===== src/rtl/iq_sched_pkg.sv =====
// Shared types and helpers for the IQ pair scheduler: FSM state encoding and
// the scale-factor clamp that keeps full-scale negative out of the datapath.
package iq_sched_pkg;

   typedef enum logic [1:0] {
      IDLE   = 2'd0,
      SEND_I = 2'd1,
      SEND_Q = 2'd2
   } sched_state_e;

   localparam int SCALE_MAX_WI = 32;

   // The most negative scale value cannot be negated symmetrically, so it is
   // nudged up by one; v holds a wi-bit value sign-extended to 32 bits.
   function automatic logic [SCALE_MAX_WI-1:0] clamp_scale(input logic [SCALE_MAX_WI-1:0] v,
                                                           input int wi);
      logic [SCALE_MAX_WI-1:0] most_neg;
      most_neg = {SCALE_MAX_WI{1'b1}} << (wi - 1);
      return (v == most_neg) ? v + 32'd1 : v;
   endfunction

endpackage


===== src/rtl/rr_arbiter.sv =====
// Combinational round-robin arbiter: one-hot grant on the first request at or
// after the pointer, wrapping modulo nch, plus the binary index of the winner.
module rr_arbiter #(
   parameter int nch = 4,
   localparam int cw = $clog2(nch)
) (
   input  logic [nch-1:0] req_i,
   input  logic [cw-1:0]  ptr_i,
   output logic [nch-1:0] grant_o,
   output logic [cw-1:0]  idx_o,
   output logic           valid_o
);

   logic [cw-1:0] cand;

   // Scan from the farthest offset down so the closest requester wins last.
   always_comb begin
      grant_o = '0;
      idx_o   = '0;
      valid_o = 1'b0;
      cand    = '0;
      for (int off = nch - 1; off >= 0; off--) begin
         cand = cw'((int'(ptr_i) + off) % nch);
         if (req_i[cand]) begin
            grant_o       = '0;
            grant_o[cand] = 1'b1;
            idx_o         = cand;
            valid_o       = 1'b1;
         end
      end
   end

endmodule


===== src/rtl/iq_pair_scheduler.sv =====
// Round-robin scheduler sharing one IQ deinterleaver between nch channels:
// serialises each granted pair as I then Q and tags it through the datapath latency.
module iq_pair_scheduler
   import iq_sched_pkg::*;
#(
   parameter int nch       = 4,
   parameter int dwi       = 16,
   parameter int scale_wi  = 18,
   parameter int lat       = 4,
   parameter int scale_rst = 2 ** (scale_wi - 2),
   localparam int cw       = $clog2(nch)
) (
   input  logic                clk,
   input  logic                rst_n,
   input  logic [nch-1:0]      req,
   input  logic [nch*dwi-1:0]  i_in,
   input  logic [nch*dwi-1:0]  q_in,
   output logic [nch-1:0]      ack,
   input  logic                cfg_we,
   input  logic [cw-1:0]       cfg_addr,
   input  logic [scale_wi-1:0] cfg_data,
   output logic [dwi-1:0]      iq_data,
   output logic                iq_sel,
   output logic [scale_wi-1:0] scale_out,
   output logic                tag_valid,
   output logic [cw-1:0]       tag_chan,
   output logic                busy
);

   sched_state_e        state_q;
   logic [cw-1:0]       ptr_q, ptr_d, chan_q, gnt_idx;
   logic [nch-1:0]      gnt;
   logic                gnt_valid, arb_en, take;
   logic [dwi-1:0]      iq_data_q, q_q;
   logic                iq_sel_q;
   logic [scale_wi-1:0] scale_out_q, scale_wr_d;
   logic [scale_wi-1:0] scale_q [nch];
   logic [lat-1:0]      tag_v_q;
   logic [cw-1:0]       tag_c_q [lat];

   rr_arbiter #(.nch(nch)) u_arb (
      .req_i   (req),
      .ptr_i   (ptr_q),
      .grant_o (gnt),
      .idx_o   (gnt_idx),
      .valid_o (gnt_valid)
   );

   // A new pair may start only when the datapath input slot after this cycle is free.
   assign arb_en     = (state_q == IDLE) || (state_q == SEND_Q);
   assign take       = arb_en && gnt_valid;
   assign ack        = take ? gnt : '0;
   assign ptr_d      = (gnt_idx == cw'(nch - 1)) ? '0 : gnt_idx + cw'(1);
   assign scale_wr_d = scale_wi'(clamp_scale(SCALE_MAX_WI'(signed'(cfg_data)), scale_wi));

   always_ff @(posedge clk or negedge rst_n) begin
      if (!rst_n) begin
         state_q     <= IDLE;
         ptr_q       <= '0;
         chan_q      <= '0;
         q_q         <= '0;
         iq_data_q   <= '0;
         iq_sel_q    <= 1'b0;
         scale_out_q <= '0;
      end else begin
         case (state_q)
            SEND_I: begin
               state_q   <= SEND_Q;
               iq_data_q <= q_q;
               iq_sel_q  <= 1'b0;
            end
            IDLE, SEND_Q: begin
               if (take) begin
                  state_q     <= SEND_I;
                  iq_data_q   <= i_in[int'(gnt_idx)*dwi +: dwi];
                  q_q         <= q_in[int'(gnt_idx)*dwi +: dwi];
                  scale_out_q <= scale_q[gnt_idx];
                  chan_q      <= gnt_idx;
                  ptr_q       <= ptr_d;
                  iq_sel_q    <= 1'b1;
               end else begin
                  state_q     <= IDLE;
                  iq_data_q   <= '0;
                  iq_sel_q    <= 1'b0;
                  scale_out_q <= '0;
               end
            end
            default: state_q <= IDLE;
         endcase
      end
   end

   // The grant reads scale_q before this edge's write lands, so a pair never tears.
   always_ff @(posedge clk or negedge rst_n) begin
      if (!rst_n) begin
         for (int k = 0; k < nch; k++) scale_q[k] <= scale_wi'(scale_rst);
      end else if (cfg_we && (int'(cfg_addr) < nch)) begin
         scale_q[cfg_addr] <= scale_wr_d;
      end
   end

   // Tag entry is made while I sits at the datapath input, so it pops out lat cycles later.
   always_ff @(posedge clk or negedge rst_n) begin
      if (!rst_n) begin
         tag_v_q <= '0;
         for (int k = 0; k < lat; k++) tag_c_q[k] <= '0;
      end else begin
         for (int k = lat - 1; k > 0; k--) begin
            tag_v_q[k] <= tag_v_q[k-1];
            tag_c_q[k] <= tag_c_q[k-1];
         end
         tag_v_q[0] <= (state_q == SEND_I);
         tag_c_q[0] <= chan_q;
      end
   end

   assign iq_data   = iq_data_q;
   assign iq_sel    = iq_sel_q;
   assign scale_out = scale_out_q;
   assign tag_valid = tag_v_q[lat-1];
   assign tag_chan  = tag_c_q[lat-1];
   assign busy      = (state_q != IDLE) || (|tag_v_q);

endmodule


===== config.mk =====
export PLATFORM = sky130hd
export DESIGN_NAME = iq_pair_scheduler
export DESIGN_NICKNAME = d
export VERILOG_FILES = /design/src/rtl/iq_sched_pkg.sv /design/src/rtl/rr_arbiter.sv /design/src/rtl/iq_pair_scheduler.sv
export SDC_FILE = /design/constraint.sdc
export NUM_CORES = 1
export LEC_CHECK = 0
export ABC_CLOCK_PERIOD_IN_PS = 8500
export BUFFER_PORTS_ARGS = -buffer_cell sky130_fd_sc_hd__buf_4
export CAP_MARGIN = 20
export CELL_PAD_IN_SITES_DETAIL_PLACEMENT = 0
export CELL_PAD_IN_SITES_GLOBAL_PLACEMENT = 1
export CORE_MARGIN = 1
export CORE_UTILIZATION = 38
export DETAILED_ROUTE_END_ITERATION = 6
export PLACE_DENSITY = 0.81
export SLEW_MARGIN = 10
export SYNTH_ARGS = -nofsm -noshare
export SYNTH_HDL_FRONTEND = slang
export SYNTH_HIERARCHICAL = 1
export SYNTH_SLANG_ARGS = --single-unit

===== constraint.sdc =====
create_clock -name clk -period 8.5 [get_ports clk]
set_input_delay 1.7 -clock clk [delete_from_list [all_inputs] [get_ports clk]]
set_output_delay 1.7 -clock clk [all_outputs]
set_load 0.02 [all_outputs]

Yosys cells after proc, flatten, opt, wreduce, memory -nomap -nowiden --
Index checks and enable logic that the tools add are counted.
Storage, ports and cells: register bits 141, input port bits 155, output and inout port bits 43, word-level logic and storage cells 98
Operators by class: $add $sub $neg 5, $lt $le $gt $ge 11, equality and inequality tests 4, shifts and indexed selects 2, multiplexer cells 44, bitwise gates (word level) 2, reductions and logical operators 14
Operators by type and width (number):
- $shiftx 64x7->16 | 2
- $mux 18 | 5
- $bwmux 72 | 1
- $bmux 18 s2 | 1
- $demux 18 s2 | 1
- $eq 32x32->1 const B | 1
- $pmux 16 s2 | 1
- $mux 4 | 5
- $add 18x2->18 const B | 1
- $mux 16 | 1
- $mux 1 | 14
- $lt 2x3->1 const B | 4
- $mux 2 | 5
- $bmux 1 s2 | 4
- $demux 1 s2 | 4
- $ge 2x1->1 const B | 4
- $ge 3x3->1 const B | 2
- $logic_and 1x1->1 | 6
- $not 2->3 | 2
- $add 2x1->2 const B | 2
- $add 2x2->2 const B | 2
- $eq 2x2->1 const B | 2
- $pmux 2 s2 | 1
- $reduce_bool 2->1 | 2
- other kinds (8) | 9

Longest topological paths before layout --
depth after elaboration 12, depth in mapped cells 15, mapped depth without buffers 10

Cells and area by module --
The synthesis kept the hierarchy.
By module, submodules not included:
- iq_pair_scheduler | instances 1, cells each 504, area each 6655.1 sq um, seq. area each 3508.4 sq um
- rr_arbiter | instances 1, cells each 61, area each 509.2 sq um, seq. area each 0.0 sq um

Worst setup path before layout --
OpenSTA, ideal clock, no wires.
path type input port to output port, from in req[1], to out ack[0], arrival 2920 ps, data required time 6800 ps, path slack 3880 ps, stages 6, path buffers 1, path through buf_6 > mux4_2 > nor2b_4 > a22oi_1 > a31oi_1 > and2_1
Between the ends: elaborated cells between the ends (all ways) 18, classes of those cells 17 x mux; 1 x reduce/logical
RTL lines:
- start: declaration | line iq_pair_scheduler.sv:15 | input logic [nch-1:0] req,
- $bmux 1 s2 | line rr_arbiter.sv:24 | if (req_i[cand]) begin
- $mux 1 (implied by the code) | line rr_arbiter.sv:24
- $mux 4 (3 in series) | line rr_arbiter.sv:24
- $mux 4 (*) | line rr_arbiter.sv:24
- named net gnt[0] | line iq_pair_scheduler.sv:32 | logic [nch-1:0] gnt;
- $mux 4 (*) | line iq_pair_scheduler.sv:52 | assign ack = take ? gnt : '0;
- end: declaration | line iq_pair_scheduler.sv:18 | output logic [nch-1:0] ack,
Mark *: on every way through the listed nets, which the timed path passes. The rest lies on a longest branch. The select of a mux whose other input is x is not followed.

Worst setup path after layout --
from in req[2], to out ack[1]
Between the ends: longest elaborated chain between the ends 8, elaborated cells between the ends (all ways) 18, classes of those cells 17 x mux; 1 x reduce/logical
Ends and longest elaborated chain:
- $bmux 1 s2 | line rr_arbiter.sv:24
- $mux 1 (implied by the code) | line rr_arbiter.sv:24
- $mux 1 (3 in series) | line rr_arbiter.sv:24
- $mux 1 (*) | line rr_arbiter.sv:24
- named net gnt_valid | line iq_pair_scheduler.sv:33 | logic gnt_valid, arb_en, take;
- $logic_and 1x1->1 (*) | line iq_pair_scheduler.sv:51 | assign take = arb_en && gnt_valid;
- $mux 4 (*) | line iq_pair_scheduler.sv:52
Marks and branches as above.

==> run summary <==
At the later pin of the worst-skew pair, clock insertion delay measures 410 ps. The ratio of cells with drive above 1 in the final layout came out at 47.9%. The die outline height is 139 um. When the netlist entered floorplanning its net count stood at 731. The flip-flop and latch count after synthesis is 140. Summing all placed instances gives a cell area of 8730 um^2. The async set-reset flop share out of synthesis came out at 100%.

The static leakage came out at 4.20 nW. In the global route stage, overall resource usage came out at 20.5%. After synthesis, the cell types taking the most area are dfrtp_1 48%, mux4_2 13%, mux2_2 10%. The number of global-route vias before repair came out at 5,754. The first global-routing pass estimated 30,600 um of wire. The placer congestion estimate came out at 0.872. Once detail routing completed, the nets flagged for antenna violations numbered 0. The top cell types in the final layout, fill and taps aside, are 204 x buf_4, 136 x dfrtp_1, 68 x nand2_1. The number of inserted diodes came out at 0. The type of element launching the critical path is an input port.

The total of hold buffers inserted after clock tree synthesis came out at 0. The master cell of the clock root buffer is clkbuf_16. The distinct cell type count of the synthesized netlist is 52.

The total count of max-transition violations in the final report came out at 0. After clock tree synthesis, the clock-pin slew on the worst setup and hold paths is 60 ps. The count of flip-flops with a built-in enable after synthesis is 0. Relative to the synthesized area, the layout overhead comes to 30.1%. The maximum root-to-sink buffer count came out at 2.

The number of clock buffers inserted by TritonCTS came out at 17. The final period utilization is 59.1%. The top fanout value on the critical path came out at 33.

The fmax came out at 0.199 GHz. After synthesis, the largest area contributor takes up 47.5% of total cell area. The most frequent standard cell in the layout excluding fill and tap cells is buf_4. The routed wire length per instance came out at 19.3 um.

The register area share after synthesis came out at 49.0%. The peak supply drop came out at 160 uV. The post-route worst hold slack came out at 346 ps. The number of warnings issued by yosys is 6. The transition time at the pin with the least slew margin is 954 ps. The total wirelength of the detailed-routed design came out at 19,100 um. The clock period minus worst slack is 5030 ps. The fraction of power spent switching nets came out at 36.0%. The aggregate global routing overflow came out at 0. The DRC violation count after routing is 0.

In this run the worst hold path is classified as reg2reg. The final-stage net count is 914. The largest total area in the synthesized netlist belongs to dfrtp_1.

The post-CTS setup repair buffer count is 0. Dividing total power by cell area gives a power density of 334 nW/um^2. The number of buffers inserted by port buffering is 197. The clock drives 140 sinks. The number of vias per cell is 5.42. Setup repair after global routing left no endpoint under its margin. Sequential cells account for 33.1% of the total power. The first-pass iteration count of the detailed router is 4. The effective utilization at floorplan came out at 39.3%. For this run, the leading register cell type out of synthesis is dfrtp_1. The remaining max-slew budget at the tightest pin is 36.3%.

The number of vias after detailed routing is 5,360. The count of pins on the block boundary is 198. The final count of hold timing violations is 0. The die covers 19,400 um^2. The core area is 18,200 um^2.

The required time at the worst-slack endpoint came out at 6800 ps. The maximum level of the CTS H-tree is 4. Gates resized during post-CTS repair numbered 0. The flow ran to the end, and the final reports show no timing, DRC or antenna violations.

The arrival time of data at the critical path endpoint is 3330 ps. The switching power is 0.00112 W. After routing, the total negative slack on setup checks comes to 0 ps.

The initial antenna violation count is 0. The standard-cell row count came out at 49. The number of max-capacitance violations reported is 0.

The internal power is 0.00199 W. Entering global routing, the biggest net connects 75 pins. The half-perimeter wire length after placement is 13,100 um. The combinational share of power is 44.9%.

Counting every instance in the synthesized netlist gives 565. The final setup violation count came out at 0. The worst setup path is of the in2out kind. The number of design-rule violations left by the first detailed-router iteration came out at 295. The worst-case clock skew is 7.66 ps. The mean post-synth cell area is 12.7 um^2.

The critical path capture point type is an output pin. In this run the cell area of the synthesized design comes to 7160 um^2. The area of all placed cells without fillers is 9320 um^2. The clock network burns 22.1% of the power. TritonCTS built the clock tree. The die extent in x is 139 um.
-- cells in the mapped netlist, types with 6 or more instances --
cell / n
nor3_1: 12
ha_1: 11
clkbuf_1: 8
mux2_1: 6
mux4_2: 42
mux2_2: 65
a21oi_1: 23
a22o_1: 18
a221oi_1: 10
nor2_1: 44
dfrtp_1: 136
a31oi_1: 13
buf_2: 20
nand2_1: 68
mux2i_1: 10
o21ai_0: 9
buf_6: 8
-- routing by layer --
layer	wire (um)	part of all wire, %	up-vias	GRT usage [%]
met5	0	0	-	0
met4	242	1.3	0	5.67
met3	1500	7.8	16	6.99
met2	9740	51	191	35.3
met1	7610	40	2706	24.2
li1	-	-	2447	-
-- worst paths after layout --
check,cells after the start,startpoint,end,slack (ps)
max,7,req[2],ack[1],3470
min,0,tag_c_q[6],tag_c_q[4],350
max reg2reg,10,ptr_q[0],iq_data[4],4440
min reg2reg,0,tag_c_q[6],tag_c_q[4],350
max in group asynchronous,2,rst_n,state_q[0],5850
min in group asynchronous,1,rst_n,scale_q[43],1290
-- final cells by class --
type | count | area (um^2)
Clock buffer | 18 | 439
Sequential cell | 140 | 3510
Multi-Input combinational cell | 377 | 3370
Tap cell | 229 | 287
Timing Repair Buffer | 207 | 1590
Clock inverter | 13 | 116
Inverter | 5 | 18.8
Fill cell | 1591 | 8880
-- stage by stage --
stage	total power, W	setup slack [ps]	utilization, %	cells
floorplan	0.00205	3880	-	565
global placement	0.00240	3490	47.9	956
detailed placement	0.00245	3440	47.9	956
CTS	0.00315	3420	51.0	987
global route	0.00331	3300	51.2	989
finish	0.00311	3470	51.2	989
-- state kept, by name, indices dropped and copies added (netlist names), 4 cells and up --
name and flops:
scale_out 18, q_q 16, tag_v_q 4, iq_data 16, tag_c_q 6, scale_q 72
-- kinds of logic (layout without fill, tap and decap cells) --
group,Yosys count,in the layout,share of synthesized area (%)
muxes,126,126,26.5
adders and majority gates,11,11,1.92
buffers and inverters,48,243,4.30
AOI/OAI and AO/OA,83,83,7.95
DFF,140,140,49.0
and+or+nand+nor,157,157,10.4
-- critical path: stages --
cell and delay [ps]:
buf_4 140, nor2_1 230, nand2_1 100, nand2b_2 480, clkinv_1 280, and2_1 240, buf_4 150
-- power by group through the flow --
stage | registers, W | logic [W] | clock network (W)
5_1_grt | 0.00106 | 0.00151 | 0.000741
3_5_place_dp | 0.00104 | 0.00141 | 0
2_1_floorplan | 0.00109 | 0.000953 | 0
3_3_place_gp | 0.00103 | 0.00138 | 0
4_1_cts | 0.00103 | 0.00141 | 0.000708
6_report | 0.00103 | 0.00140 | 0.000688
Power figures use the tool's default switching activity.
